===== config.mk =====
export PLATFORM = sky130hd
export DESIGN_NAME = writeback_unit
export DESIGN_NICKNAME = d
export VERILOG_FILES = /design/src/rtl/wb_pkg.sv /design/src/rtl/writeback_unit_load_formatter.sv /design/src/rtl/writeback_unit.sv
export SDC_FILE = /design/constraint.sdc
export NUM_CORES = 1
export LEC_CHECK = 0
export ABC_AREA = 1
export CELL_PAD_IN_SITES_DETAIL_PLACEMENT = 2
export CELL_PAD_IN_SITES_GLOBAL_PLACEMENT = 2
export CORE_MARGIN = 8
export CORE_UTILIZATION = 21
export DETAILED_ROUTE_END_ITERATION = 10
export GPL_ROUTABILITY_DRIVEN = 1
export HOLD_SLACK_MARGIN = 0.06
export PLACE_DENSITY = 0.74
export SLEW_MARGIN = 25
export SYNTH_ARGS = -nofsm -noshare
export SYNTH_HDL_FRONTEND = slang
export SYNTH_SLANG_ARGS = --single-unit

===== constraint.sdc =====
create_clock -name clk -period 1.5 [get_ports clk]
set_input_delay 0.45 -clock clk [delete_from_list [all_inputs] [get_ports clk]]
set_output_delay 0.45 -clock clk [all_outputs]
set_load 0.01 [all_outputs]

===== src/rtl/wb_pkg.sv =====
// Shared definitions for the MinCPU writeback stage: load funct3 codes,
// result-source select encoding and streak counter sizing.
package wb_pkg;

   localparam logic [2:0] F3_LB  = 3'b000;
   localparam logic [2:0] F3_LH  = 3'b001;
   localparam logic [2:0] F3_LW  = 3'b010;
   localparam logic [2:0] F3_LBU = 3'b100;
   localparam logic [2:0] F3_LHU = 3'b101;

   localparam int STREAK_W = 4;

   typedef enum logic [1:0] {
      SEL_NONE = 2'd0,
      SEL_LD   = 2'd1,
      SEL_SKID = 2'd2,
      SEL_ALU  = 2'd3
   } sel_t;

endpackage


===== src/rtl/writeback_unit_load_formatter.sv =====
// Combinational load formatter: lane extraction, sign/zero extension and
// detection of illegal funct3 codes or misaligned accesses.
module load_formatter
   import wb_pkg::*;
#(
   parameter int DATA_WIDTH = 32
) (
   input  logic [2:0]            funct3,
   input  logic [1:0]            addr_lo,
   input  logic [DATA_WIDTH-1:0] rdata,
   output logic [DATA_WIDTH-1:0] data,
   output logic                  err
);

   logic [7:0]  byte_lane;
   logic [15:0] half_lane;

   always_comb begin
      byte_lane = rdata[7:0];
      case (addr_lo)
         2'd0:    byte_lane = rdata[7:0];
         2'd1:    byte_lane = rdata[15:8];
         2'd2:    byte_lane = rdata[23:16];
         default: byte_lane = rdata[31:24];
      endcase
      half_lane = addr_lo[1] ? rdata[31:16] : rdata[15:0];
   end

   always_comb begin
      data = '0;
      err  = 1'b0;
      case (funct3)
         F3_LB:  data = {{(DATA_WIDTH-8){byte_lane[7]}}, byte_lane};
         F3_LBU: data = {{(DATA_WIDTH-8){1'b0}}, byte_lane};
         F3_LH: begin
            data = {{(DATA_WIDTH-16){half_lane[15]}}, half_lane};
            err  = addr_lo[0];
         end
         F3_LHU: begin
            data = {{(DATA_WIDTH-16){1'b0}}, half_lane};
            err  = addr_lo[0];
         end
         F3_LW: begin
            data = rdata;
            err  = (addr_lo != 2'd0);
         end
         default: err = 1'b1;
      endcase
   end

endmodule


===== src/rtl/writeback_unit.sv =====
// MinCPU writeback stage: merges ALU results and load responses (loads first)
// through a one-entry ALU skid. Optional retire counter: WB_RETIRE_CNT_EN.
module writeback_unit
   import wb_pkg::*;
#(
   parameter int DATA_WIDTH    = 32,
   parameter int ADDR_WIDTH    = 5,
   parameter int MAX_LD_STREAK = 4
) (
   input  logic                  clk,
   input  logic                  rst,
   input  logic                  alu_valid,
   output logic                  alu_ready,
   input  logic [ADDR_WIDTH-1:0] alu_rd,
   input  logic [DATA_WIDTH-1:0] alu_data,
   input  logic                  ld_valid,
   output logic                  ld_ready,
   input  logic [ADDR_WIDTH-1:0] ld_rd,
   input  logic [2:0]            ld_funct3,
   input  logic [1:0]            ld_addr_lo,
   input  logic [DATA_WIDTH-1:0] ld_rdata,
   output logic [ADDR_WIDTH-1:0] rd_addr,
   output logic [DATA_WIDTH-1:0] rd_data,
   output logic                  reg_we,
   output logic                  skid_valid,
   output logic [ADDR_WIDTH-1:0] skid_rd,
   output logic                  ld_err,
   output logic [31:0]           retire_cnt
);

   logic                  skid_valid_reg, skid_valid_next;
   logic [ADDR_WIDTH-1:0] skid_rd_reg, skid_rd_next;
   logic [DATA_WIDTH-1:0] skid_data_reg, skid_data_next;
   logic [STREAK_W-1:0]   streak_reg, streak_next;
   logic [ADDR_WIDTH-1:0] rd_addr_reg;
   logic [DATA_WIDTH-1:0] rd_data_reg;
   logic                  reg_we_reg;
   logic                  ld_err_reg;

   logic                  ld_acc, alu_acc;
   sel_t                  sel;
   logic [ADDR_WIDTH-1:0] sel_rd;
   logic [DATA_WIDTH-1:0] sel_data;
   logic [DATA_WIDTH-1:0] fmt_data;
   logic                  fmt_err;

   load_formatter #(.DATA_WIDTH(DATA_WIDTH)) u_fmt (
      .funct3  (ld_funct3),
      .addr_lo (ld_addr_lo),
      .rdata   (ld_rdata),
      .data    (fmt_data),
      .err     (fmt_err)
   );

   // Handshakes depend only on registered state so upstream sees no loops.
   assign alu_ready = !skid_valid_reg;
   assign ld_ready  = (streak_reg != STREAK_W'(MAX_LD_STREAK));
   assign ld_acc    = ld_valid && ld_ready;
   assign alu_acc   = alu_valid && alu_ready;

   always_comb begin
      sel      = SEL_NONE;
      sel_rd   = '0;
      sel_data = '0;
      if (ld_acc) begin
         sel      = SEL_LD;
         sel_rd   = ld_rd;
         sel_data = fmt_data;
      end else if (skid_valid_reg) begin
         sel      = SEL_SKID;
         sel_rd   = skid_rd_reg;
         sel_data = skid_data_reg;
      end else if (alu_acc) begin
         sel      = SEL_ALU;
         sel_rd   = alu_rd;
         sel_data = alu_data;
      end
   end

   always_comb begin
      skid_valid_next = skid_valid_reg;
      skid_rd_next    = skid_rd_reg;
      skid_data_next  = skid_data_reg;
      if (sel == SEL_SKID) begin
         skid_valid_next = 1'b0;
      end else if (alu_acc && sel != SEL_ALU) begin
         skid_valid_next = 1'b1;
         skid_rd_next    = alu_rd;
         skid_data_next  = alu_data;
      end

      streak_next = '0;
      if (skid_valid_reg && sel == SEL_LD)
         streak_next = streak_reg + 1'b1;
   end

   always_ff @(posedge clk) begin
      if (rst) begin
         skid_valid_reg <= 1'b0;
         skid_rd_reg    <= '0;
         skid_data_reg  <= '0;
         streak_reg     <= '0;
         rd_addr_reg    <= '0;
         rd_data_reg    <= '0;
         reg_we_reg     <= 1'b0;
         ld_err_reg     <= 1'b0;
      end else begin
         skid_valid_reg <= skid_valid_next;
         skid_rd_reg    <= skid_rd_next;
         skid_data_reg  <= skid_data_next;
         streak_reg     <= streak_next;
         reg_we_reg     <= 1'b0;
         ld_err_reg     <= 1'b0;
         // Errored loads are consumed but leave the forwarding bus untouched.
         if (sel == SEL_LD && fmt_err) begin
            ld_err_reg <= 1'b1;
         end else if (sel != SEL_NONE) begin
            rd_addr_reg <= sel_rd;
            rd_data_reg <= sel_data;
            reg_we_reg  <= (sel_rd != '0);
         end
      end
   end

`ifdef WB_RETIRE_CNT_EN
   logic [31:0] retire_cnt_reg;

   always_ff @(posedge clk) begin
      if (rst)
         retire_cnt_reg <= '0;
      else if (sel != SEL_NONE)
         retire_cnt_reg <= retire_cnt_reg + 32'd1;
   end

   assign retire_cnt = retire_cnt_reg;
`else
   assign retire_cnt = '0;
`endif

   assign rd_addr    = rd_addr_reg;
   assign rd_data    = rd_data_reg;
   assign reg_we     = reg_we_reg;
   assign skid_valid = skid_valid_reg;
   assign skid_rd    = skid_rd_reg;
   assign ld_err     = ld_err_reg;

endmodule


==> results.md, run 1 <==
- Status: finished with violations
- Failing checks: negative setup slack
- Routed vias: between 6000 and 7000
- Clock sink total: 81
- Critical Path End Type: flip-flop
- P&R area growth vs syn: 80.7%
- Worst R2R End: skid_rd[2]
- Compound-Gate Fraction of Synth Area: 18.2%
- XOR/XNOR Fraction of Synth Area: 0.340%
- Layout cell share with drive strength beyond 1: 36.5%
- Met2 Track Usage GR: 36.1%
- # DRC: 0
- Synth area leader: dfxtp_1
- EDFF count, synth: 0
- Top post-synthesis cells by area: dfxtp_1, nand2_1, a21oi_1
- Die ar.: 0.0298 mm^2
- Final setup skew: 0.0108 ns
- Pleak: 4.18 nW
- Critical Path AT: 2.01 ns
- First-pass GRT wire length: 44500 um
- NumNets Final: 1151
- FFs w/ async S/R, synth: 0%
- Top cell type's share of synthesized area: 31.4%
- Most numerous cell in the Yosys netlist: nand2_1
- Ys Warns: 0
- Core region area: 0.0242 mm^2
- Share of the yosys chip area belonging to registers: 31.4%
- IO buf count: approximately 130
- Worst-Skew Late Latency: between 0.3 and 0.4 ns
- Post-Syn Area per Cell: 6.09 um^2
- Max-cap violation count: 0
- Multiplexer share of the synthesized area: 0%
- CTS tree: built
- First drt pass iteration count: 4
- Yosys reg bits: just over 80
- CP required: around 1.8 ns
- PD cells: approximately 800 mW/mm^2
- All-Layer GR Usage: 19.1%
- Post-Synth Simple-Gate Area: 33.4%
- Critical path's slowest cell: dfxtp_2
- Commonest cells post-synth: nand2_1, dfxtp_1, inv_1, nor2_1, a21oi_1
- Startpoint Class: flip-flop
- Delay-heaviest family, CP: buffers and inverters
- Worst-path fanout max: 8
- Crit path kind: reg -> reg
- Comb pwr share: 33.7%
- Internal: 4.96 mW
- Pwr Total: between 7 and 8 mW
- Congestion Overflow GR: 0
- # hold bufs at CTS: 0
- Seq pwr share: 32.8%
- Initial Util: 21.3%
- Crit path from: streak_reg[1]
- Highest clock rate: around 580 MHz
- Largest family of logic cells by synthesized area: simple AND/OR/NAND/NOR gates
- CTS root buf: clkbuf_16
- CP cell instances: inv_2, ha_4, nand3_4, nand2_8, buf_12, inv_12, buf_12, nand2_8, buf_8, buf_16, nand2_4, a21oi_2
- Synth unique cells: 30
- Worst slew pin tran: ~0.66 ns
- Worst VDD drop: approximately 470 uV
- Row Count: 57
- Hold Startpoint: skid_data_reg[8]
- H-tree depth: 3
- R2r worst-path depth: 12
- Die width: around 170 um
- DR iter-0 viols: 268
- Vias in the first global route: 7500
- Largest net degree at the start of global routing: 29
- Fin. max-slew vios: 0
- Io pins: roughly 160
- DR vias/cell: ~4.7
- Post-DP HPWL: ~18000 um
- Fin crit period: 1.73 ns
- Post-Syn Area: approximately 0.0052 mm^2
- Worst-path clk slew: 0.06 ns
- Unrepaired setup endpoints after global routing: true
- FF-to-FF setup slack: -0.23 ns
- Endpoints failing setup: 78
- Slowest stage delay, CP: approximately 0.32 ns
- Most Crowded Layer GR: met2
- Buffers & Inverters on Critical Path: 6
- Hold Fails Final Rpt: 0
- Critical path endpoint: skid_rd[2]
- Post-layout util: 38.4%
- Tcrit/Tclk final: 115%
- Initial antenna violation count: 0
- WP depth: 12
- Chip height: 173 um
- Cells after Synth: 847
- Relative max-transition margin: 56.2%
- RR Startpoint: streak_reg[1]
- Worst Hold Class: reg -> reg
- # diodes: 0
- Post-synth top flop: dfxtp_1
- Post-route ant nets: 0
- Adder-Cell Fraction of Synth Area: 0.485%
- GP Congestion: 0.847
- Cts bufs inserted: 9
- Met3 GRT Util: 3.35%
- PnR worst setup slack: -0.227 ns
- Avg WL per Cell: approximately 21 um
- Clock buffer depth: 2
- Total Wirelength: a little under 30000 um
- Worst hold margin: 0.451 ns
- Clk pwr share: 33.6%
- Sw Share: 33.5%
- Met1 Track Usage GR: a little over a fifth
- P_sw: 2.49 mW
## layout make-up
class                   count  area (um^2)
fillers                  2769        14900
multi-input cells         629         3870
repair buffers            258         2720
flip-flops and latches     81         1630
well taps                 324          405
inverters                  87          369
clock buffers              12          246
clock inverters             4         76.3
## worst min-delay path, cell delays in order, from the launching register on
cell	delay [ns]
dfxtp_1	0.30
inv_1	0.06
a21oi_1	0.06
## how the worst min path moves through the flow
stage	end	slack, ns	depth (start not counted)
4_1_cts	skid_data_reg[7]	0.45	2
3_5_place_dp	skid_data_reg[26]	0.44	2
6_report	skid_data_reg[8]	0.45	2
5_1_grt	skid_data_reg[8]	0.47	2
3_3_place_gp	skid_data_reg[10]	0.43	2
2_1_floorplan	skid_data_reg[26]	0.42	2
## through the flow
| stage | TNS [ns] | cells | area, um^2 | setup slack, ns |
|---|---|---|---|---|
| floorplan | 0 | 878 | 5290 | 0.00606 |
| global placement | -43.33 | 1337 | 7280 | -0.653 |
| detailed placement | -47.04 | 1337 | 7280 | -0.766 |
| CTS | -10.96 | 1394 | 9130 | -0.228 |
| global route | -16.53 | 1395 | 9320 | -0.296 |
| finish | -10.63 | 1395 | 9320 | -0.227 |
## what timing repair did
action | 4_1_cts | 5_1_grt
pin swaps | 66 | 37
setup endpoints to repair | 124 | 103
resized for setup | 385 | 120
buffers inserted | 24 | 10
cloned | 17 | 0
## cell usage in the layout, fill, tap and decap left out, types with 3 or more instances in the layout
cell type | synthesis | layout
clkbuf_16 | 0 | 9
buf_6 | 5 | 23
nand2_4 | 1 | 22
dfxtp_2 | 0 | 7
inv_2 | 5 | 22
buf_12 | 0 | 17
nand2_1 | 260 | 210
buf_4 | 34 | 74
a21oi_1 | 70 | 28
nand3_1 | 68 | 60
nor2_2 | 5 | 13
clkbuf_2 | 0 | 9
clkinv_4 | 0 | 4
nor2_1 | 76 | 38
o21ai_4 | 0 | 11
a21oi_2 | 0 | 42
a21boi_2 | 0 | 10
nor2_4 | 1 | 31
clkdlybuf4s15_1 | 0 | 10
dlygate4sd2_1 | 0 | 32
o21ai_0 | 55 | 23
nand2_2 | 4 | 28
nand3_2 | 1 | 6
nand2_8 | 0 | 5
a21boi_1 | 4 | 16
buf_2 | 23 | 3
clkdlybuf4s50_1 | 0 | 74
nand3_4 | 1 | 4
dfxtp_1 | 81 | 73
conb_1 | 1 | 32
o21ai_1 | 20 | 18
o21ai_2 | 0 | 23
buf_8 | 0 | 3
buf_16 | 0 | 12
inv_1 | 76 | 56
## power groups by stage
stage	Clock, mW	Sequential [mW]	Combinational, mW
6_report	2.50	2.44	2.51
5_1_grt	2.63	2.46	2.68
4_1_cts	2.53	2.43	2.34
3_5_place_dp	0	2.47	1.79
3_3_place_gp	0	2.47	1.75
2_1_floorplan	0	2.49	0.824
## cell families (layout without fill, tap and decap cells)
group	after synthesis	in the layout
other cells	1	32
simple gates	420	420
compound gates	172	173
fa+ha+maj	2	2
buf+inv	169	361
xor+xnor	2	2
flops	81	81
## metal layers
layer / wire length, um / share of wire (%)
met5: 0 / 0
met4: 456 / 1.5
met1: 12200 / 41
met2: 15800 / 54
met3: 1000 / 3.4
(Power assumes the default switching activity.)
==> run 2: changes to the inputs <==
--- a/config.mk
+++ b/config.mk
@@ -9,8 +9,9 @@
 export CELL_PAD_IN_SITES_DETAIL_PLACEMENT = 2
 export CELL_PAD_IN_SITES_GLOBAL_PLACEMENT = 2
 export CORE_MARGIN = 8
-export CORE_UTILIZATION = 21
+export CORE_UTILIZATION = 29
 export DETAILED_ROUTE_END_ITERATION = 10
+export DONT_BUFFER_PORTS = 1
 export GPL_ROUTABILITY_DRIVEN = 1
 export HOLD_SLACK_MARGIN = 0.06
 export PLACE_DENSITY = 0.74
==> run 2 against run 1 <==
  * The run still ends with negative setup slack left
  * Clock skew fell by 0.0028 ns
  * Via count fell by 13%
  * Sequential power rose by 3%
  * Total power shrank 14%
  * Fmax up 4.2%
  * Non-clock buffer count down 183
  * Final area is 27% lower
  * Cell count is 20% lower
  * Worst hold slack lost 0.30 ns
  * Critical path depth is 2 lower
==> results.md, run 2 (synthesized netlist as in run 1, its figures left out) <==
- Initial antenna violation count: 0
- Routed vias: between 5000 and 6000
- DR iter-0 viols: 223
- Worst-Skew Late Latency: 0.35 ns
- Endpoints failing setup: 37
- Post-route ant nets: 0
- CTS tree: built
- Worst-path clk slew: 0.07 ns
- H-tree depth: 3
- Status: finished with violations
- IO buf count: 0
- Failing checks: negative setup slack
- Worst Hold Class: in -> reg
- CTS root buf: clkbuf_16
- Placed cell count: 1061
- P&R area growth vs syn: 32.6%
- Die ar.: around 0.022 mm^2
- Fin. max-slew vios: 0
- GP Congestion: 0.874
- Critical Path End Type: flip-flop
- Vias in the first global route: 6296
- Final setup skew: 0.00791 ns
- Worst hold margin: 0.149 ns
- Pleak: 3.12 nW
- NumNets Final: 967
- Worst-path fanout max: 7
- Avg WL per Cell: 22.2 um
- Cts bufs inserted: 9
- PnR worst setup slack: -0.157 ns
- Total Wirelength: 24700 um
- Critical Path AT: 1.94 ns
- Layout cell share with drive strength beyond 1: 23.3%
- Chip height: 149 um
- DR vias/cell: 5.11
- Die width: 149 um
- Clock sink total: 81
- Fin crit period: 1.66 ns
- Crit path kind: reg -> reg
- PD cells: 932 mW/mm^2
- Tcrit/Tclk final: 110%
- Congestion Overflow GR: 0
- Number of cells in the finished layout apart from fillers: between 1000 and 1500
- Worst slew pin tran: 0.528 ns
- Clock buffer depth: 2
- Core region area: ~0.017 mm^2
- Commonest non-fill, non-tap cell in the layout: nand2_1
- Commonest non-fill, non-tap cells in the layout: nand2_1, dfxtp_1, inv_1, nor2_1, nand3_1
- Unrepaired setup endpoints after global routing: true
- Highest clock rate: a little over 600 MHz
- All-Layer GR Usage: 21.0%
- # diodes: 0
- Largest net degree at the start of global routing: 33
- First-pass GRT wire length: around 36000 um
- Worst VDD drop: 506 uV
- # DRC: 0
- Startpoint Class: flip-flop
- First drt pass iteration count: 4
- Post-DP HPWL: 16600 um
- Relative max-transition margin: 64.8%
- Io pins: around 160
- Initial Util: 29.7%
- Row Count: 48
- Max-cap violation count: 0
- CP required: about 1.8 ns
- Setup TNS: -3.14 ns
- Hold Fails Final Rpt: 0
-- run 2: cell count changes in the layout (fill, tap and decap cells not counted), sizes merged, moves of 5 or more --
cell | previous run | this run
clkdlybuf4s50 | 74 | 0
dlygate4sd2 | 32 | 0
clkdlybuf4s15 | 11 | 0
buf | 132 | 67
clkbuf | 21 | 16
-- run 2: area by class of cell --
type / instances / area (um^2)
flip-flops and latches: 81 / 1630
fillers: 2062 / 10500
repair buffers: 75 / 1020
clock buffers: 10 / 239
multi-input cells: 628 / 3270
clock inverters: 6 / 67.6
inverters: 87 / 340
well taps: 225 / 282
-- run 2: critical path, cell delays in order (launching register included) --
cell and delay, ns:
dfxtp_2 0.34, inv_2 0.05, ha_4 0.16, nand3_4 0.10, nand2_8 0.09, buf_6 0.13, a21oi_4 0.21, buf_6 0.17
buf_16 0.14, a21boi_2 0.06, a21oi_2 0.14
-- run 2: worst paths after layout --
| kind | slack, ns | startpoint | cells after the start | to |
|---|---|---|---|---|
| max | -0.16 | streak_reg[0] | 10 | rd_data[24] |
| min | 0.15 | rst | 1 | skid_data_reg[1] |
| max reg2reg | -0.16 | streak_reg[0] | 10 | rd_data[24] |
| min reg2reg | 0.45 | skid_data_reg[12] | 2 | skid_data_reg[12] |
-- run 2: what timing repair did --
item | 4_1_cts | 5_1_grt
buffers inserted | 13 | 13
hold buffers | 0 | 0
gates cloned | 7 | 7
setup endpoints to repair | 76 | 75
pin swaps | 9 | 15
gates resized for setup | 91 | 110
-- run 2: through the flow --
stage	cell area [um^2]	utilization [%]	total power [mW]	setup WS, ns
2_1_floorplan	5290	-	3.32	0.00606
3_3_place_gp	5490	31.6	3.57	-0.0598
3_5_place_dp	5490	31.6	3.64	-0.199
4_1_cts	6320	36.4	6.21	-0.131
5_1_grt	6840	39.4	6.68	-0.205
6_report	6840	39.4	6.37	-0.157
-- run 2: routing by layer --
metal	global-route usage, %	part of all wire, %
met1	21.9	38
met3	7.01	7.7
met2	37.7	52
met4	9.34	2.8
met5	0	0
-- run 2: power breakdown --
group          switching (mW)  internal [mW]
combinational           0.890          0.631
sequential              0.196           2.33
clock                   0.992           1.34
total                    2.08           4.30
==> run 3: changes to the inputs <==
--- a/config.mk
+++ b/config.mk
@@ -10,10 +10,12 @@
 export CELL_PAD_IN_SITES_GLOBAL_PLACEMENT = 2
 export CORE_MARGIN = 8
 export CORE_UTILIZATION = 29
+export CTS_BUF_LIST = sky130_fd_sc_hd__clkbuf_4 sky130_fd_sc_hd__clkbuf_8 sky130_fd_sc_hd__clkbuf_16
 export DETAILED_ROUTE_END_ITERATION = 10
 export DONT_BUFFER_PORTS = 1
 export GPL_ROUTABILITY_DRIVEN = 1
 export HOLD_SLACK_MARGIN = 0.06
+export MAX_ROUTING_LAYER = met4
 export PLACE_DENSITY = 0.74
 export SLEW_MARGIN = 25
 export SYNTH_ARGS = -nofsm -noshare
==> run 3 against run 2 <==
  * The flow still finishes with violations (negative setup slack)
  * Die area is the same
  * Final area shrank 1.8%
  * Worst setup slack lost 0.015 ns
  * Worst hold slack gained 0.0047 ns
  * Global-route usage grew 0.58 points
  * Combinational power shrank 3%
  * Clock skew grew 0.0011 ns
  * Routed wire length grew 0.15%
  * Largest power group unchanged
  * Highest routed layer unchanged
==> results.md, run 3 (synthesized netlist as in run 1, its figures left out) <==
- Tcrit/Tclk final: 111%
- H-tree depth: 3
- # hold bufs at CTS: 0
- Congestion Overflow GR: 0
- Avg WL per Cell: 22.3 um
- Routed vias: 5651
- Die ar.: 0.0223 mm^2
- P&R area growth vs syn: 30.2%
- Fin. max-slew vios: 0
- PnR worst setup slack: -0.172 ns
- Worst Hold Class: in -> reg
- Commonest non-fill, non-tap cell in the layout: nand2_1
- Critical Path End Type: flip-flop
- CTS root buf: clkbuf_16
- Final instance area: 0.00672 mm^2
- Vias in the first global route: 6296
- First drt pass iteration count: 4
- Worst hold margin: roughly 0.15 ns
- # diodes: 0
- Total Wirelength: 24800 um
- Endpoints failing setup: 70
- Placement Cell Area: 0.00549 mm^2
- CP required: 1.79 ns
- Worst-path clk slew: approximately 0.070 ns
- Max-cap violation count: 0
- Crit path kind: reg -> reg
- Cts bufs inserted: 9
- Post-layout util: ~39%
- NumNets Final: 965
- DR iter-0 viols: 224
- Failing checks: negative setup slack
- Worst-path fanout max: 17
- Initial Util: 29.7%
- Critical Path AT: 1.97 ns
- Post-DP HPWL: between 15000 and 20000 um
- Pleak: 3.09 nW
- First-pass GRT wire length: around 36000 um
- Layout cell share with drive strength beyond 1: 21.1%
- Post-route ant nets: 0
- Initial antenna violation count: 0
- Die width: 149 um
- Chip height: 149 um
- Unrepaired setup endpoints after global routing: true
- Placement Setup Slack: -0.199 ns
- Largest net degree at the start of global routing: 33
- Pwr Total: roughly 6.3 mW
- GP Congestion: 0.888
- Clock buffer depth: 2
- CTS tree: built
- Highest clock rate: 598 MHz
- Clock sink total: around 80
- Startpoint Class: flip-flop
- All-Layer GR Usage: 21.6%
- IO buf count: 0
- FF-to-FF setup slack: -0.17 ns
- PD cells: 943 mW/mm^2
- DR vias/cell: 5.09
- Core region area: 0.0174 mm^2
- Hold Fails Final Rpt: 0
- # DRC: 0
- Row Count: 48
- Status: finished with violations
- Io pins: about 160
- Worst-Skew Late Latency: 0.36 ns
- Final setup skew: 0.00899 ns
- Commonest non-fill, non-tap cells in the layout: nand2_1, dfxtp_1, nor2_1
- Worst VDD drop: between 500 and 600 uV
- Fin crit period: between 1.5 and 2 ns
## run 3: repair_timing
action | CTS | global route
gates resized for setup | 91 | 88
setup endpoints to repair | 76 | 76
buffers inserted | 13 | 13
hold endpoints to repair | 0 | 0
pin swaps | 9 | 13
cloned | 7 | 5
## run 3: cell type report
type	count	area, um^2
repair buffers	73	961
fillers	2079	10600
clock buffers	10	239
well taps	225	282
inverters	87	340
flip-flops and latches	81	1630
clock inverters	6	67.6
multi-input cells	628	3200
## run 3: critical path: stages (launching register included)
cell and delay (ns):
dfxtp_4 0.37, buf_4 0.15, nor2_4 0.19, bufbuf_16 0.33, nand2_1 0.08, o21ai_1 0.13, nand2_1 0.09, clkinv_1 0.08
nor2_1 0.06, a21oi_2 0.13
## run 3: per-layer routing
| metal | track usage, % | vias to the layer above | part of all wire [%] |
|---|---|---|---|
| li1 | - | 2680 | - |
| met2 | 37.8 | 159 | 52 |
| met5 | - | - | 0 |
| met4 | 9.84 | 0 | 2.9 |
| met1 | 21.8 | 2771 | 38 |
| met3 | 6.58 | 41 | 6.9 |
## run 3: final timing paths
path / depth (start not counted) / endpoint / start
hold / removal: 1 / skid_valid / rst
setup reg to reg: 9 / rd_data[28] / skid_valid
hold reg to reg: 2 / skid_data_reg[10] / skid_data_reg[10]
setup / recovery: 9 / rd_data[28] / skid_valid
## run 3: through the flow
step / std cells / TNS [ns]
floorplan: 878 / 0
global placement: 1061 / -0.578
detailed placement: 1061 / -6.07
CTS: 1095 / -1.78
global route: 1110 / -8.46
finish: 1110 / -4.78
## run 3: power by group
part,switching (mW),internal [mW]
logic,0.878,0.607
registers,0.193,2.33
clock network,0.993,1.34
total,2.06,4.27
==> RTL change (settings of run 2) <==
Put one more register stage on the output `ld_err`, without a reset. The value now appears one clock later. The other outputs are not delayed to match.
--- a/src/rtl/writeback_unit.sv
+++ b/src/rtl/writeback_unit.sv
@@ -144,3 +144,5 @@
    assign skid_rd    = skid_rd_reg;
-   assign ld_err     = ld_err_reg;
+   always_ff @(posedge clk) begin
+      ld_err <= ld_err_reg;
+   end
 
Function: changed (Yosys sat finds a counterexample within 4 cycles, from zero or initial values and one cycle with rst high).
==> RTL change against run 2 <==
The flow still finishes with violations (setup timing); power grew 0.41%; critical path type is now flop to output port; highest routed layer unchanged; sequential cell count rose by 1; count of clock-buffer cells in the layout rose by 3; design area shrank 5.8%; wire length is 10% lower; worst setup slack better by 0.087 ns; area after synthesis rose by 0.39%; sequential share of layout area is 1.8 points higher.
==> RTL change: results (changes against run 2) <==
status: "finished, violations left"
violations: "setup timing"
hpwlAfterDp_mm: 16.2  # -2.8%
routed_via_density: 4.96  # -2.9%
use_met3_pct: 6.20  # -0.81 points
p_sw_share_pct: 29.9  # -2.7 points
globalRouteTotalUtil_pct: 19.2  # -1.9 points
setup_viol: 21  # -43%
cts.sinks: 82  # +1.2%
nFillCells: 2149  # +4.2%
ys_top_cells_by_area: "dfxtp_1 32%, nand2_1 19%, a21oi_1 6.8%"
postCtsSetupRepairBufs: 7  # -6
synth_adder_area_share_pct: 0.483  # -0.0019 points
synth_compound_area_share_pct: 18.1  # -0.070 points
num-nonclk-buffers: 65  # -13%
synth_xor_area_share_pct: 0.338  # -0.0013 points
grt_max_degree: 63  # +91%
finalNetCount: 958  # -0.93%
multiInputGateArea_sq_um: 3050  # -6.7%
yosys-top-cells-count: "260 x nand2_1, 82 x dfxtp_1, 76 x inv_1, 76 x nor2_1, 70 x a21oi_1"
worstPathArrival_ns: 1.12  # -0.82 ns
skew_ns: 0.00972  # +0.00181 ns
wirelength_met1_mm: 8.79  # -5.4%
setup_ws_ns: -0.0701  # +0.0869 ns
yosysSeqAreaShare_pct: 31.7  # +0.27 points
nonClkBufAreaFrac_pct: 12.2  # -2.7 points
path_max_fanout: 4  # -3
p_clk_share_pct: 39.9  # +3.3 points
-- RTL change: changes by cell type after synthesis --
| cell | before | now |
|---|---|---|
| dfxtp_1 | 81 | 82 |
-- RTL change: worst paths after layout --
path | start | endpoint | slack (ns) | cells after the start
max reg2reg | streak_reg[1] | rd_data[22] | -0.05 | 9
max | streak_reg[1] | ld_ready | -0.07 | 4
min reg2reg | ld_err_reg | ld_err | 0.33 | 0
min | rst | skid_rd[4] | 0.16 | 1
-- RTL change: metrics by stage --
| stage | setup WS, ns | util (%) | instance area, sq um | cells | hold WS, ns |
|---|---|---|---|---|---|
| finish | -0.0701 | 36.4 | 6450 | 1107 | 0.164 |
| global route | -0.129 | 36.4 | 6450 | 1107 | 0.147 |
| CTS | -0.0862 | 35.2 | 6240 | 1106 | 0.149 |
| detailed placement | -0.105 | 31.8 | 5640 | 1080 | 0.322 |
| global placement | -0.0242 | 31.8 | 5640 | 1080 | 0.313 |
| floorplan | 0.00606 | - | 5310 | 879 | 0.310 |
